### config.mk
export PLATFORM = sky130hd
export DESIGN_NAME = call_panel
export DESIGN_NICKNAME = d
export VERILOG_FILES = /design/src/rtl/elev_pkg.sv /design/src/rtl/call_debounce.sv /design/src/rtl/call_panel.sv
export SDC_FILE = /design/constraint.sdc
export NUM_CORES = 1
export LEC_CHECK = 0
export CORE_UTILIZATION = 48
export CTS_CLUSTER_DIAMETER = 40
export DETAILED_ROUTE_END_ITERATION = 12
export GPL_ROUTABILITY_DRIVEN = 0
export PLACE_DENSITY = 0.74
export SLEW_MARGIN = 20
export SYNTH_ARGS = -nofsm -noshare
export SYNTH_HDL_FRONTEND = slang
export SYNTH_SLANG_ARGS = --single-unit
### constraint.sdc
create_clock -name clk -period 2.5 [get_ports clk]
set_clock_uncertainty 0.15 [all_clocks]
set_input_delay 0.5 -clock clk [delete_from_list [all_inputs] [get_ports clk]]
set_output_delay 0.5 -clock clk [all_outputs]
set_load 0.02 [all_outputs]
### src/rtl/elev_pkg.sv
// Shared lift-system definitions: request code width, idle code, arbiter
// states and the floor/code conversion helpers.
package elev_pkg;

    localparam int REQ_W = 3;
    localparam logic [REQ_W-1:0] REQ_IDLE = 3'd0;

    typedef enum logic [1:0] {
        ST_IDLE = 2'd0,
        ST_EMIT = 2'd1,
        ST_GAP  = 2'd2
    } arb_state_t;

    // Code 0 is reserved for "no request", so floor i travels as i+1.
    function automatic logic [REQ_W-1:0] floor_to_code(input logic [2:0] floor);
        return floor + 3'd1;
    endfunction

    function automatic logic [2:0] code_to_floor(input logic [REQ_W-1:0] code);
        return code - 3'd1;
    endfunction

endpackage

### src/rtl/call_debounce.sv
// One button: 2-flop synchroniser, optional debounce filter (enabled by
// CALL_PANEL_DEBOUNCE_EN) and a one-cycle rising-edge pulse on the clean level.
module call_debounce #(
    parameter int DEB_CYCLES = 16
) (
    input  logic clk,
    input  logic rst_n,
    input  logic btn,
    output logic rise
);

    logic [1:0] sync_r;
    logic       level_s;
    logic       level_d_r;

    // Synchroniser for the asynchronous button input.
    always_ff @(posedge clk or negedge rst_n) begin
        if (!rst_n) begin
            sync_r <= 2'b00;
        end else begin
            sync_r <= {sync_r[0], btn};
        end
    end

`ifdef CALL_PANEL_DEBOUNCE_EN
    logic [7:0] cnt_r;
    logic       filt_r;

    // Accept a new level only after DEB_CYCLES consecutive differing samples.
    always_ff @(posedge clk or negedge rst_n) begin
        if (!rst_n) begin
            cnt_r  <= 8'd0;
            filt_r <= 1'b0;
        end else if (sync_r[1] == filt_r) begin
            cnt_r <= 8'd0;
        end else if (cnt_r == 8'(DEB_CYCLES - 1)) begin
            filt_r <= sync_r[1];
            cnt_r  <= 8'd0;
        end else begin
            cnt_r <= cnt_r + 8'd1;
        end
    end

    assign level_s = filt_r;
`else
    assign level_s = sync_r[1];
`endif

    // Previous clean level for edge detection.
    always_ff @(posedge clk or negedge rst_n) begin
        if (!rst_n) begin
            level_d_r <= 1'b0;
        end else begin
            level_d_r <= level_s;
        end
    end

    assign rise = level_s & ~level_d_r;

endmodule

### src/rtl/call_panel.sv
// Call-button front end: latches debounced presses per floor, serialises them
// round-robin as request codes and drives the call lamps. Debounce is gated by
// CALL_PANEL_DEBOUNCE_EN.
module call_panel
    import elev_pkg::*;
#(
    parameter int NUM_FLOORS = 4,
    parameter int DEB_CYCLES = 16
) (
    input  logic                  clk,
    input  logic                  rst_n,
    input  logic [NUM_FLOORS-1:0] btn,
    input  logic                  ready,
    input  logic                  served,
    input  logic [REQ_W-1:0]      served_code,
    output logic [REQ_W-1:0]      req_code,
    output logic [NUM_FLOORS-1:0] lamp
);

    localparam logic [NUM_FLOORS-1:0] ONE = {{(NUM_FLOORS-1){1'b0}}, 1'b1};

    logic [NUM_FLOORS-1:0] rise_s;
    logic [NUM_FLOORS-1:0] pending_r, inflight_r, lamp_r;
    logic [NUM_FLOORS-1:0] served_mask_s, emit_mask_s, inflight_clr_s;
    logic [NUM_FLOORS-1:0] pending_nxt_s, inflight_nxt_s;
    logic                  served_ok_s, found_s, hit_s;
    logic [2:0]            gnt_r, gnt_nxt_s, pick_s, idx_s;
    logic [REQ_W-1:0]      req_r, req_nxt_s;
    arb_state_t            state_r, state_nxt_s;

    for (genvar i = 0; i < NUM_FLOORS; i++) begin : g_btn
        call_debounce #(.DEB_CYCLES(DEB_CYCLES)) u_deb (
            .clk   (clk),
            .rst_n (rst_n),
            .btn   (btn[i]),
            .rise  (rise_s[i])
        );
    end

    // Per-floor bookkeeping; a served clear lands before a same-cycle press.
    always_comb begin
        served_ok_s    = served && (served_code != REQ_IDLE) && (served_code <= 3'(NUM_FLOORS));
        served_mask_s  = served_ok_s ? (ONE << code_to_floor(served_code)) : '0;
        emit_mask_s    = (state_r == ST_EMIT) ? (ONE << gnt_r) : '0;
        inflight_clr_s = inflight_r & ~served_mask_s;
        inflight_nxt_s = inflight_clr_s | emit_mask_s;
        pending_nxt_s  = (pending_r & ~emit_mask_s) | (rise_s & ~(pending_r | inflight_clr_s));
    end

    // Round-robin search starting just after the last granted floor.
    always_comb begin
        found_s = 1'b0;
        hit_s   = 1'b0;
        pick_s  = gnt_r;
        idx_s   = gnt_r;
        for (int k = 1; k <= NUM_FLOORS; k++) begin
            idx_s   = 3'((int'(gnt_r) + k) % NUM_FLOORS);
            hit_s   = (pending_r & (ONE << idx_s)) != '0;
            pick_s  = (!found_s && hit_s) ? idx_s : pick_s;
            found_s = found_s | hit_s;
        end
    end

    // Arbiter next-state and registered request code.
    always_comb begin
        state_nxt_s = state_r;
        req_nxt_s   = REQ_IDLE;
        gnt_nxt_s   = gnt_r;
        case (state_r)
            ST_IDLE: begin
                if (found_s && ready) begin
                    state_nxt_s = ST_EMIT;
                    req_nxt_s   = floor_to_code(pick_s);
                    gnt_nxt_s   = pick_s;
                end else begin
                    state_nxt_s = ST_IDLE;
                end
            end
            ST_EMIT: state_nxt_s = ST_GAP;
            ST_GAP:  state_nxt_s = ST_IDLE;
            default: state_nxt_s = ST_IDLE;
        endcase
    end

    // State and output registers.
    always_ff @(posedge clk or negedge rst_n) begin
        if (!rst_n) begin
            state_r    <= ST_IDLE;
            req_r      <= REQ_IDLE;
            gnt_r      <= 3'(NUM_FLOORS - 1);
            pending_r  <= '0;
            inflight_r <= '0;
            lamp_r     <= '0;
        end else begin
            state_r    <= state_nxt_s;
            req_r      <= req_nxt_s;
            gnt_r      <= gnt_nxt_s;
            pending_r  <= pending_nxt_s;
            inflight_r <= inflight_nxt_s;
            lamp_r     <= pending_nxt_s | inflight_nxt_s;
        end
    end

    assign req_code = req_r;
    assign lamp     = lamp_r;

endmodule

==> summary.md <==
| Metric | Value |
|---|---|
| Wire length of the first global-routing pass | `4298 um` |
| Most numerous cell in the Yosys netlist | `dfrtp_1` |
| Initial cell density of the core | `53.02%` |
| Pwr Density | `1362 nW/um^2` |
| Number of port buffers | `17` |
| CP max FO | `5` |
| P_leak | `0.7814 nW` |
| Worst slack at placement | `-0.1976 ns` |
| Violation count after the first detailed-routing iteration | `27` |
| Initial antenna violation count | `0` |
| Cell with the biggest individual delay on the critical path | `dfstp_2` |
| Top routing layer in use | `met4` |
| Share of power burned in combinational logic | `54.0%` |
| Synth Flop Type | `dfrtp_1` |
| Fin crit share | `101.4%` |
| Synth area leaders | `dfrtp_1 (55%), ha_1 (6.4%), dfstp_2 (3.9%)` |
| Pin slew with the least headroom to its limit | `0.6487 ns` |
| Switching part of the total | `38.00%` |
| Clock transition at the registers of the reported paths | `0.10 ns` |
| Yosys warning count | `0` |
| Net Count, Synth | `125` |
| Max-cap violation count | `0` |
| Slew HR | `56.66%` |
| Layout Nets | `160` |
| Share of the yosys chip area belonging to registers | `59.01%` |
| Flops & latches, synth | `32` |
| Post-Syn Area | `1361 sq um` |
| R2R depth | `9` |
| Failing checks | `negative setup slack` |
| Final ANT Viol Nets | `0` |
| VDD IR-drop max | `0.9073 mV` |
| Crit path max-delay family | `compound AO/OA/AOI/OAI gates` |
| Gate count after technology mapping | `107` |
| Number of H-tree branching levels | `2` |
| Top Ports | `18` |
| Met3 WL | `115 um` |
| Global route overflow | `0` |
| Basic-gate share of the synthesized area counting and, or, nand and nor cells | `14.34%` |
| Required time of the worst setup path | `2.58 ns` |
| Diodes inserted | `0` |
| Number of instances on the worst hold path | `0` |
| Arrival time of data at the critical path endpoint | `2.61 ns` |
| Critical path, cell by cell | `inv_4, ha_4, a22o_1, a221oi_4, buf_4, and3_1, o31a_1, ha_1, and2_1` |
| Xor/xnor cell area share of the yosys netlist | `0.6434%` |
| CTS tree | `done` |
| Final TNS setup | `-0.03454 ns` |
| Hold Buf Count CTS | `0` |
| Layout cell share with drive strength beyond 1 | `23.08%` |
| RR Endpoint | `req_code[1]` |
| Tmin final | `2.535 ns` |
| Clock network power share | `12.5%` |
| Mapped Avg Cell Area | `12.72 sq um` |
| Detailed-routing iteration count for the pre-antenna-repair pass | `4` |
| Routed wirelength normalized by instance count | `15.05 um` |
| Synthesized-area fraction occupied by ao, oa, aoi and oai cells | `14.98%` |
| Placed wire-length estimate | `1829 um` |
| Clock insertion delay at the later pin of the skew report | `0.33 ns` |
| Maximum cell stage delay along the critical path | `0.57 ns` |
| Clock buffers created by TritonCTS | `5` |
| Routed length on met1 | `1156 um` |
| List of most frequent post-synthesis cells | `dfrtp_1 (30), nand2_1 (14), ha_1 (7)` |
| Min setup slack post-route | `-0.03454 ns` |
| Mux cell area share after synthesis | `2.941%` |
| Sequential share of power | `33.5%` |
| Largest buffer count on any clock path | `2` |
| Hold Fails Final Rpt | `0` |
| Synth Area in Adders | `6.434%` |
| Number of buffers and inverters on the critical path | `2` |
| Cell internal power dissipation | `1.492 mW` |
| Chip Width | `55.26 um` |
| Largest family of logic cells by synthesized area | `compound AO/OA/AOI/OAI gates` |
| Setup Viol. Count Final | `1` |
| Hold path start | `g_btn[2].u_deb.sync_r[0]` |
| Worst Hold Margin | `0.2057 ns` |
| Sort of element at the end of the critical path | `register` |
| Final Max Tran Viols | `0` |
| Class of the most critical setup path | `reg -> reg` |
| Pin count of the biggest net entering global routing | `21` |
| Unique cell type count in the Yosys netlist | `32` |
| Status | `complete, but fails checks` |
| Ratio of routed vias to standard cells | `5.538` |
| Worst reg2reg setup slack | `-0.03 ns` |
| Worst reg2reg path startpoint | `gnt_r[0]` |
| Master cell of the clock root buffer | `clkbuf_4` |
| Largest area contributor in the netlist | `dfrtp_1` |
| Top-area cell type share of the netlist area | `55.15%` |
| Startpoint class of the critical path | `register` |
| Met2 Routed Length | `1299 um` |
| Max frequency | `0.3946 GHz` |
| Drc violations | `0` |
| Global Route Usage Sum | `18.60%` |
| Class of the tightest hold or removal check | `reg -> reg` |
| Floorplan die area | `3053 sq um` |
| Power, Total | `2.407 mW` |
| Switching pwr | `0.9147 mW` |
| Clock Sink Count | `32` |
| Floorplan core area | `2567 sq um` |
| Fraction of registers with async set/reset | `100.0%` |
| Post-detailed-routing wire length | `2603 um` |
| Die extent in y | `55.26 um` |
| Area growth from synthesis to final layout | `29.78%` |
| EDFF count, synth | `0` |
| Worst min-delay path endpoint | `g_btn[2].u_deb.sync_r[1]` |
| Vias in the first global route | `959` |
| Number of rows in the core area | `18` |
| Via Count | `958` |
[flip-flops by register name, indices dropped and copies added (netlist names)]
name and count:
lamp 4, g_btn.u_deb.level_d_r 4, g_btn.u_deb.sync_r 8, pending_r 4, gnt_r 3, req_code 3, inflight_r 4, state_r 2
[worst max-delay path by stage]
| stage | cells after the start | endpoint | from | slack [ns] |
|---|---|---|---|---|
| floorplan | 8 | req_code[1] | gnt_r[0] | 0.10 |
| global placement | 7 | lamp[2] | served_code[1] | -0.07 |
| detailed placement | 9 | lamp[2] | served_code[1] | -0.20 |
| CTS | 8 | req_code[1] | gnt_r[0] | 0.04 |
| global route | 9 | req_code[1] | gnt_r[0] | -0.11 |
| finish | 9 | req_code[1] | gnt_r[0] | -0.03 |
[stage by stage]
stage	util (%)	area [sq um]	cells
2_1_floorplan	-	1361	107
3_3_place_gp	64.23	1649	163
3_5_place_dp	64.23	1649	163
4_1_cts	66.62	1710	171
5_1_grt	68.81	1767	173
6_report	68.81	1767	173
[cells in the final DEF (no fill, tap or decap), types with 3 or more instances in the layout]
master           Yosys  routed
nor2b_1              3       3
ha_1                 7       3
a22o_1               4       4
clkbuf_4             0       5
buf_4                0      10
nand2_1             14      14
a22oi_1              4       4
dfrtp_1             30      30
clkdlybuf4s50_1      0      17
nor3b_1              3       3
inv_1                6       4
[layer usage]
| layer | global-route usage [%] | up-vias |
|---|---|---|
| li1 | - | 449 |
| met1 | 23.62 | 480 |
| met2 | 28.74 | 25 |
| met3 | 7.494 | 4 |
| met4 | 6.786 | 0 |
| met5 | 0 | - |
[final cells by class]
class / instances / area [sq um]
flip-flops and latches: 32 / 803.3
fillers: 193 / 800.8
multi-input cells: 69 / 576.8
repair buffers: 28 / 265.3
clock buffers: 8 / 58.81
well taps: 30 / 37.54
inverters: 6 / 25.02
[logic make-up (layout without fill, tap and decap cells)]
group / count (synthesis) / in the layout
multiplexers: 3 / 3
AND/OR/NAND/NOR: 36 / 36
adder cells (fa/ha/maj): 7 / 7
XOR/XNOR: 1 / 1
AO/OA/AOI/OAI: 22 / 22
buffers and inverters: 6 / 42
flip-flops: 32 / 32
[power groups by stage]
stage	clock network [mW]	registers [mW]	logic, mW
after CTS	0.308	0.792	1.13
after detailed placement	0	0.800	1.11
after global placement	0	0.794	1.07
after global routing	0.332	0.818	1.40
final	0.301	0.806	1.30
after floorplan	0	0.835	0.706
[what timing repair did]
item	4_1_cts	5_1_grt
pin swaps	0	4
resized for setup	1	9
endpoints found under the setup margin	1	3
buffers inserted	0	2
(Power assumes the default switching activity.)
